--- src/rtl/uart_byte_receiver_if.sv ---
// rtl/uart_byte_receiver_if.sv - serial line and byte-output bundle for uart_byte_receiver
interface uart_byte_receiver_if;
  logic       rx;
  logic [7:0] data;
  logic       data_valid;
  logic       framing_error;
  logic       busy;

  modport master (
    output rx,
    input  data,
    input  data_valid,
    input  framing_error,
    input  busy
  );

  modport slave (
    input  rx,
    output data,
    output data_valid,
    output framing_error,
    output busy
  );
endinterface

--- src/rtl/uart_byte_receiver.sv ---
// rtl/uart_byte_receiver.sv - 8N1 UART receiver, 16x oversampling with mid-bit sampling
module uart_byte_receiver #(
  parameter int unsigned baudrate  = 32'd9600,
  parameter int unsigned frequency = 32'd100000000
) (
  input  logic                 clk,
  input  logic                 rst_n,
  uart_byte_receiver_if.slave  port
);

  localparam int unsigned DIV      = frequency / (baudrate * 32'd16);
  localparam logic [31:0] DIV_LAST = 32'(DIV - 32'd1);

  if (DIV < 2) begin : g_div_check
    $error("uart_byte_receiver: oversample divisor must be at least 2");
  end

  typedef enum logic [1:0] {
    IDLE  = 2'd0,
    START = 2'd1,
    DATA  = 2'd2,
    STOP  = 2'd3
  } state_e;

  state_e      state_q, state_d;
  logic        rx_meta_q, rx_sync_q;
  logic [31:0] div_q, div_d;
  logic [3:0]  s_q, s_d;
  logic [2:0]  n_q, n_d;
  logic [7:0]  shift_q, shift_d;
  logic        armed_q, armed_d;
  logic [7:0]  data_q, data_d;
  logic        valid_q, valid_d;
  logic        ferr_q, ferr_d;
  logic        rxs;
  logic        stick;
  logic        div_clr;

  // Synchronizer flops reset high so a reset never looks like a start edge.
  always_ff @(posedge clk or negedge rst_n) begin
    if (!rst_n) begin
      rx_meta_q <= 1'b1;
      rx_sync_q <= 1'b1;
    end else begin
      rx_meta_q <= port.rx;
      rx_sync_q <= rx_meta_q;
    end
  end

  assign rxs   = rx_sync_q;
  assign stick = (div_q == DIV_LAST);

  always_comb begin
    div_d = div_q + 32'd1;
    if (div_clr || stick) begin
      div_d = '0;
    end
  end

  always_ff @(posedge clk or negedge rst_n) begin
    if (!rst_n) begin
      state_q <= IDLE;
      div_q   <= '0;
      s_q     <= '0;
      n_q     <= '0;
      shift_q <= '0;
      armed_q <= 1'b0;
      data_q  <= '0;
      valid_q <= 1'b0;
      ferr_q  <= 1'b0;
    end else begin
      state_q <= state_d;
      div_q   <= div_d;
      s_q     <= s_d;
      n_q     <= n_d;
      shift_q <= shift_d;
      armed_q <= armed_d;
      data_q  <= data_d;
      valid_q <= valid_d;
      ferr_q  <= ferr_d;
    end
  end

  always_comb begin
    state_d = state_q;
    s_d     = s_q;
    n_d     = n_q;
    shift_d = shift_q;
    armed_d = armed_q;
    data_d  = data_q;
    valid_d = 1'b0;
    ferr_d  = 1'b0;
    div_clr = 1'b0;
    case (state_q)
      IDLE: begin
        if (rxs) begin
          armed_d = 1'b1;
        end
        // Clearing the divider here puts every later tick in phase with the start edge.
        if (armed_q && !rxs) begin
          state_d = START;
          s_d     = '0;
          div_clr = 1'b1;
        end
      end
      START: begin
        if (stick) begin
          s_d = s_q + 4'd1;
          if (s_q == 4'd7) begin
            if (!rxs) begin
              state_d = DATA;
              s_d     = '0;
              n_d     = '0;
            end else begin
              state_d = IDLE;
            end
          end
        end
      end
      DATA: begin
        if (stick) begin
          s_d = s_q + 4'd1;
          if (s_q == 4'd15) begin
            shift_d = {rxs, shift_q[7:1]};
            if (n_q == 3'd7) begin
              state_d = STOP;
            end else begin
              n_d = n_q + 3'd1;
            end
          end
        end
      end
      STOP: begin
        if (stick) begin
          s_d = s_q + 4'd1;
          if (s_q == 4'd15) begin
            state_d = IDLE;
            if (rxs) begin
              data_d  = shift_q;
              valid_d = 1'b1;
            end else begin
              // Stay disarmed until the line returns high so a break reports only once.
              ferr_d  = 1'b1;
              armed_d = 1'b0;
            end
          end
        end
      end
      default: begin
        state_d = IDLE;
      end
    endcase
  end

  assign port.data          = data_q;
  assign port.data_valid    = valid_q;
  assign port.framing_error = ferr_q;
  assign port.busy          = (state_q != IDLE);

endmodule

--- src/flat_wrapper.sv ---
// flat-port wrapper written by rule: the top's interface ports become plain ports
module uart_byte_receiver_flat 
#(
  parameter int unsigned baudrate  = 32'd9600,
  parameter int unsigned frequency = 32'd100000000
)
  (clk, rst_n, port_rx, port_data, port_data_valid, port_framing_error, port_busy);
  uart_byte_receiver_if port_i ();
  input  logic clk;
  input  logic rst_n;
  input wire logic [$bits(port_i.rx)-1:0] port_rx;
  output wire logic [$bits(port_i.data)-1:0] port_data;
  output wire logic [$bits(port_i.data_valid)-1:0] port_data_valid;
  output wire logic [$bits(port_i.framing_error)-1:0] port_framing_error;
  output wire logic [$bits(port_i.busy)-1:0] port_busy;
  assign port_i.rx = port_rx;
  assign port_data = port_i.data;
  assign port_data_valid = port_i.data_valid;
  assign port_framing_error = port_i.framing_error;
  assign port_busy = port_i.busy;
  uart_byte_receiver #(.baudrate(baudrate), .frequency(frequency)) u_core (.clk(clk), .rst_n(rst_n), .port(port_i));
endmodule
--- config.mk ---
export PLATFORM = sky130hd
export DESIGN_NAME = uart_byte_receiver_flat
export DESIGN_NICKNAME = d
export VERILOG_FILES = /design/src/rtl/uart_byte_receiver_if.sv /design/src/rtl/uart_byte_receiver.sv /design/src/flat_wrapper.sv
export SDC_FILE = /design/constraint.sdc
export NUM_CORES = 1
export LEC_CHECK = 0
export BUFFER_PORTS_ARGS = -buffer_cell sky130_fd_sc_hd__buf_2
export CAP_MARGIN = 20
export CORE_ASPECT_RATIO = 0.75
export CORE_UTILIZATION = 61
export DETAILED_ROUTE_END_ITERATION = 6
export GPL_TIMING_DRIVEN = 0
export PLACE_DENSITY_LB_ADDON = 0.05
export SLEW_MARGIN = 20
export SYNTH_ARGS = -nofsm -noshare
export SYNTH_HDL_FRONTEND = slang
export SYNTH_SLANG_ARGS = --single-unit
--- constraint.sdc ---
create_clock -name clk -period 2.57 [get_ports clk]
set_input_delay 0.257 -clock clk [delete_from_list [all_inputs] [get_ports clk]]
set_output_delay 0.257 -clock clk [all_outputs]
set_load 0.1 [all_outputs]
==> impl_metrics.csv <==
group,metric,value,unit
clock_network,tritoncts,"yes",
timing,worstMarginPinSlew,0.7684,ns
layout,regArea,0.001554,mm^2
critical_path,critPathLaunchType,"flip-flop",
synthesis,synth_edf_count,0,
clock_network,htree_levels,3,
timing,fmax,428.2,MHz
route,ant_nets,0,
timing,rsz0062_at_grt,"no",
power,pwr_density_cell,690.3,mW/mm^2
critical_path,reg2reg_from,"u_core.div_q[0]$_DFF_PN0_",
run_status,status,"finished, violations left",
timing,slew_headroom,48.35,%
floorplanning,core,0.004572,mm^2
critical_path,crit_arrival,2.55,ns
critical_path,worst-setup-path-type,"flip-flop to flip-flop",
global_routing,grt.total_usage,24.75,%
synthesis,async_flop_share,100.0,%
timing,timing.final.crit_share,90.86,%
route,wl_per_cell,15.09,um
synthesis,ys_warn_count,0,
route,vias_per_cell,5.662,
layout,diodes,0,
placement,hpwlAfterDp,3.720,mm
power,power,0.002336,W
critical_path,cp-end-kind,"flip-flop",
timing,fin_crit,2.335,ns
clock_network,cts_setup_buffers,0,
layout,syn_to_final_growth,13.37,%
clock_network,cts-root-buf,"clkbuf_8",
critical_path,max_stage_delay,0.42,ns
route,vias,2044,
synthesis,synth_nets,282,
synthesis,ys.flop_type,"dfrtp_1",
synthesis,yosysUniqueCellTypes,39,
timing,drv_slew,0,
layout,final_net_count,307,
layout,layout-drive-gt1-share,19.41,%
floorplanning,io-pin-count,14,
synthesis,syn_area,0.002985,mm^2
critical_path,path_max_fanout,10,
worst_hold_path,worst_hold_path_type,"primary input to async pin",
timing,hold_viol,15,
critical_path,required,2.79,ns
global_routing,overflow,0,
timing,finalSetupViolCount,0,
route,firstDrtPassIters,4,
clock_network,clk_latency,0.34,ns
floorplanning,initial_core_util,65.30,%
timing,skew,0.01015,ns
route,totalWireLength,5.448,mm
floorplanning,die_x,82.78,um
flow_run,maxCapViolations,0,
power,leakage,1.641,nW
placement,numPortBuffers,13,
clock_network,path_clk_slew,0.06,ns
global_routing,grt_antenna_before_repair,0,
critical_path,crit_chain,"inv_1 > ha_1 > nor4b_2 > nand4_1 > or2_1 > buf_6 > nor3_4 > mux2_2",
timing,fin_setup_tns,0,ns
global_routing,grt_pass1_wl,9.404,mm
critical_path,path_buf_inv,2,
critical_path,cp_top_family,"simple AND/OR/NAND/NOR gates",
timing,hold-worst-slack,-0.01323,ns
floorplanning,die_h,62.59,um
global_routing,grt_start_max_net_pins,63,
clock_network,cts_buffer_depth,2,
route,drt_iter0_markers,66,
route,drc,0,
power,max-vdd-ir-drop,562.9,uV
clock_network,cts_sinks,62,
placement,gp_congestion,0.8073,
run_status,violations,"hold timing",
floorplanning,rows,21,
global_routing,grt_pass1_vias,1953,
synthesis,synthCells,274,
clock_network,cts_buffers,9,
synthesis,avgSynthCellArea,10.90,um^2
critical_path,startpoint,"u_core.div_q[0]$_DFF_PN0_",
layout,fill_cells,331,
synthesis,ys_seq_area_share,52.05,%
layout,multi_input_area,0.001363,mm^2
critical_path,cpMaxStageDelayCell,"dfrtp_1",
floorplanning,design.die.area,0.005181,mm^2
synthesis,ys_seq_elements,62,
[stage by stage]
step	std cells	area, um^2	hold WS, ns	worst slack, ns	util, %
after floorplan	274	2985	-0.03859	0.4823	-
after global placement	344	3122	0.3477	0.2672	68.28
after detailed placement	344	3124	0.3493	0.2475	68.34
after CTS	361	3383	0.01294	0.2178	74.00
after global routing	361	3385	0.06308	0.01147	74.03
final	361	3385	-0.01323	0.2348	74.03
[worst register-to-register path: stages (launching register included)]
cell,delay (ns)
dfrtp_1,0.42
inv_1,0.08
ha_1,0.18
nor4b_2,0.20
nand4_1,0.17
or2_1,0.25
buf_6,0.15
nor3_4,0.38
mux2_2,0.39
[kinds of logic (layout without fill, tap and decap cells)]
logic type      after synthesis  count (layout)  share of synthesized area [%]
simple gates                126             126                          24.35
flops                        62              62                          52.05
xor+xnor                     29              29                          8.508
compound gates               18              18                          3.898
mux                          18              18                          6.789
buf+inv                      16              46                          2.305
fa+ha+maj                     5               5                          2.096
[repair_timing]
| item | 4_1_cts | 5_1_grt |
|---|---|---|
| gates resized for setup | 0 | 2 |
| hold buffers | 1 | 0 |
| endpoints found under the setup margin | 0 | 4 |
| hold endpoints to repair | 1 | 0 |
[cells in the mapped netlist, types with 2 or more instances]
| library cell | n | area, um^2 |
|---|---|---|
| a21oi_1 | 4 | 20.02 |
| a22o_1 | 2 | 17.52 |
| and2_1 | 2 | 12.51 |
| and3_1 | 8 | 50.05 |
| and4_1 | 2 | 17.52 |
| clkbuf_1 | 7 | 26.28 |
| dfrtp_1 | 60 | 1501 |
| dfstp_2 | 2 | 52.55 |
| ha_1 | 5 | 62.56 |
| inv_1 | 7 | 26.28 |
| mux2_2 | 18 | 202.7 |
| nand2_1 | 13 | 48.80 |
| nand2b_1 | 2 | 12.51 |
| nand3_1 | 16 | 80.08 |
| nand4_1 | 15 | 93.84 |
| nor2_1 | 39 | 146.4 |
| nor2b_1 | 2 | 12.51 |
| nor3_1 | 5 | 25.02 |
| nor3_4 | 2 | 32.53 |
| nor4_1 | 4 | 25.02 |
| nor4_2 | 2 | 25.02 |
| nor4b_2 | 3 | 45.04 |
| o21ai_0 | 5 | 25.02 |
| o21ai_1 | 2 | 10.01 |
| o32a_1 | 2 | 20.02 |
| or3_1 | 3 | 18.77 |
| or4_1 | 3 | 22.52 |
| xnor2_1 | 9 | 78.83 |
| xor2_1 | 20 | 175.2 |
[power breakdown]
group / total [W] / switching (W) / internal (W) / leakage, nW
Clock: 0.00105 / 0.000352 / 0.000698 / 0.124
Sequential: 0.00111 / 0.0000780 / 0.00103 / 0.835
Combinational: 0.000177 / 0.000100 / 0.0000763 / 0.682
[sequential cells by signal (all words and copies together) (netlist names), named ones only]
signal	flops
u_core.armed_q	1
u_core.n_q	3
u_core.shift_q	8
u_core.state_q	1
u_core.rx_sync_q	1
u_core.div_q	32
u_core.port.data_valid	1
u_core.s_q	4
u_core.port.framing_error	1
u_core.port.data	8
u_core.rx_meta_q	1
[final timing paths]
check / slack [ns] / endpoint / depth (start not counted)
max in group asynchronous: 2.08 / u_core.div_q[24]$_DFF_PN0_ / 1
min reg2reg: 0.36 / u_core.rx_sync_q$_DFF_PN1_ / 0
max reg2reg: 0.23 / u_core.shift_q[1]$_DFFE_PN0P_ / 8
min in group clk: 0.36 / u_core.rx_sync_q$_DFF_PN1_ / 0
min: -0.01 / u_core.div_q[12]$_DFF_PN0_ / 1
max: 0.23 / u_core.shift_q[1]$_DFFE_PN0P_ / 8
[placed cells by master, fill, tap and decap left out, types with 3 or more instances in the layout]
| master | count |
|---|---|
| a21oi_1 | 4 |
| and3_1 | 8 |
| buf_2 | 13 |
| bufinv_16 | 3 |
| clkbuf_1 | 8 |
| clkbuf_8 | 11 |
| dfrtp_1 | 60 |
| ha_1 | 5 |
| inv_1 | 7 |
| mux2_2 | 18 |
| nand2_1 | 13 |
| nand3_1 | 16 |
| nand4_1 | 15 |
| nor2_1 | 39 |
| nor3_1 | 5 |
| nor4_1 | 4 |
| nor4b_2 | 3 |
| o21ai_0 | 5 |
| or3_1 | 3 |
| or4_1 | 3 |
| xnor2_1 | 9 |
| xor2_1 | 20 |
[final cells by class]
class / count / area share, %
Inverter: 7 / 0.7763
Clock buffer: 13 / 4.695
Tap cell: 57 / 2.107
Multi-Input combinational cell: 196 / 40.26
Clock inverter: 3 / 2.662
Buffer: 9 / 1.294
Sequential cell: 62 / 45.91
Timing Repair Buffer: 14 / 2.292
[metal layers]
metal | up-vias | GRT usage (%) | wire length, um
li1 | 1019 | - | -
met1 | 973 | 37.32 | 2853
met2 | 40 | 33.61 | 2287
met3 | 12 | 6.861 | 214
met4 | 0 | 9.698 | 92
met5 | - | 0 | 0
Power figures use the tool's default switching activity.
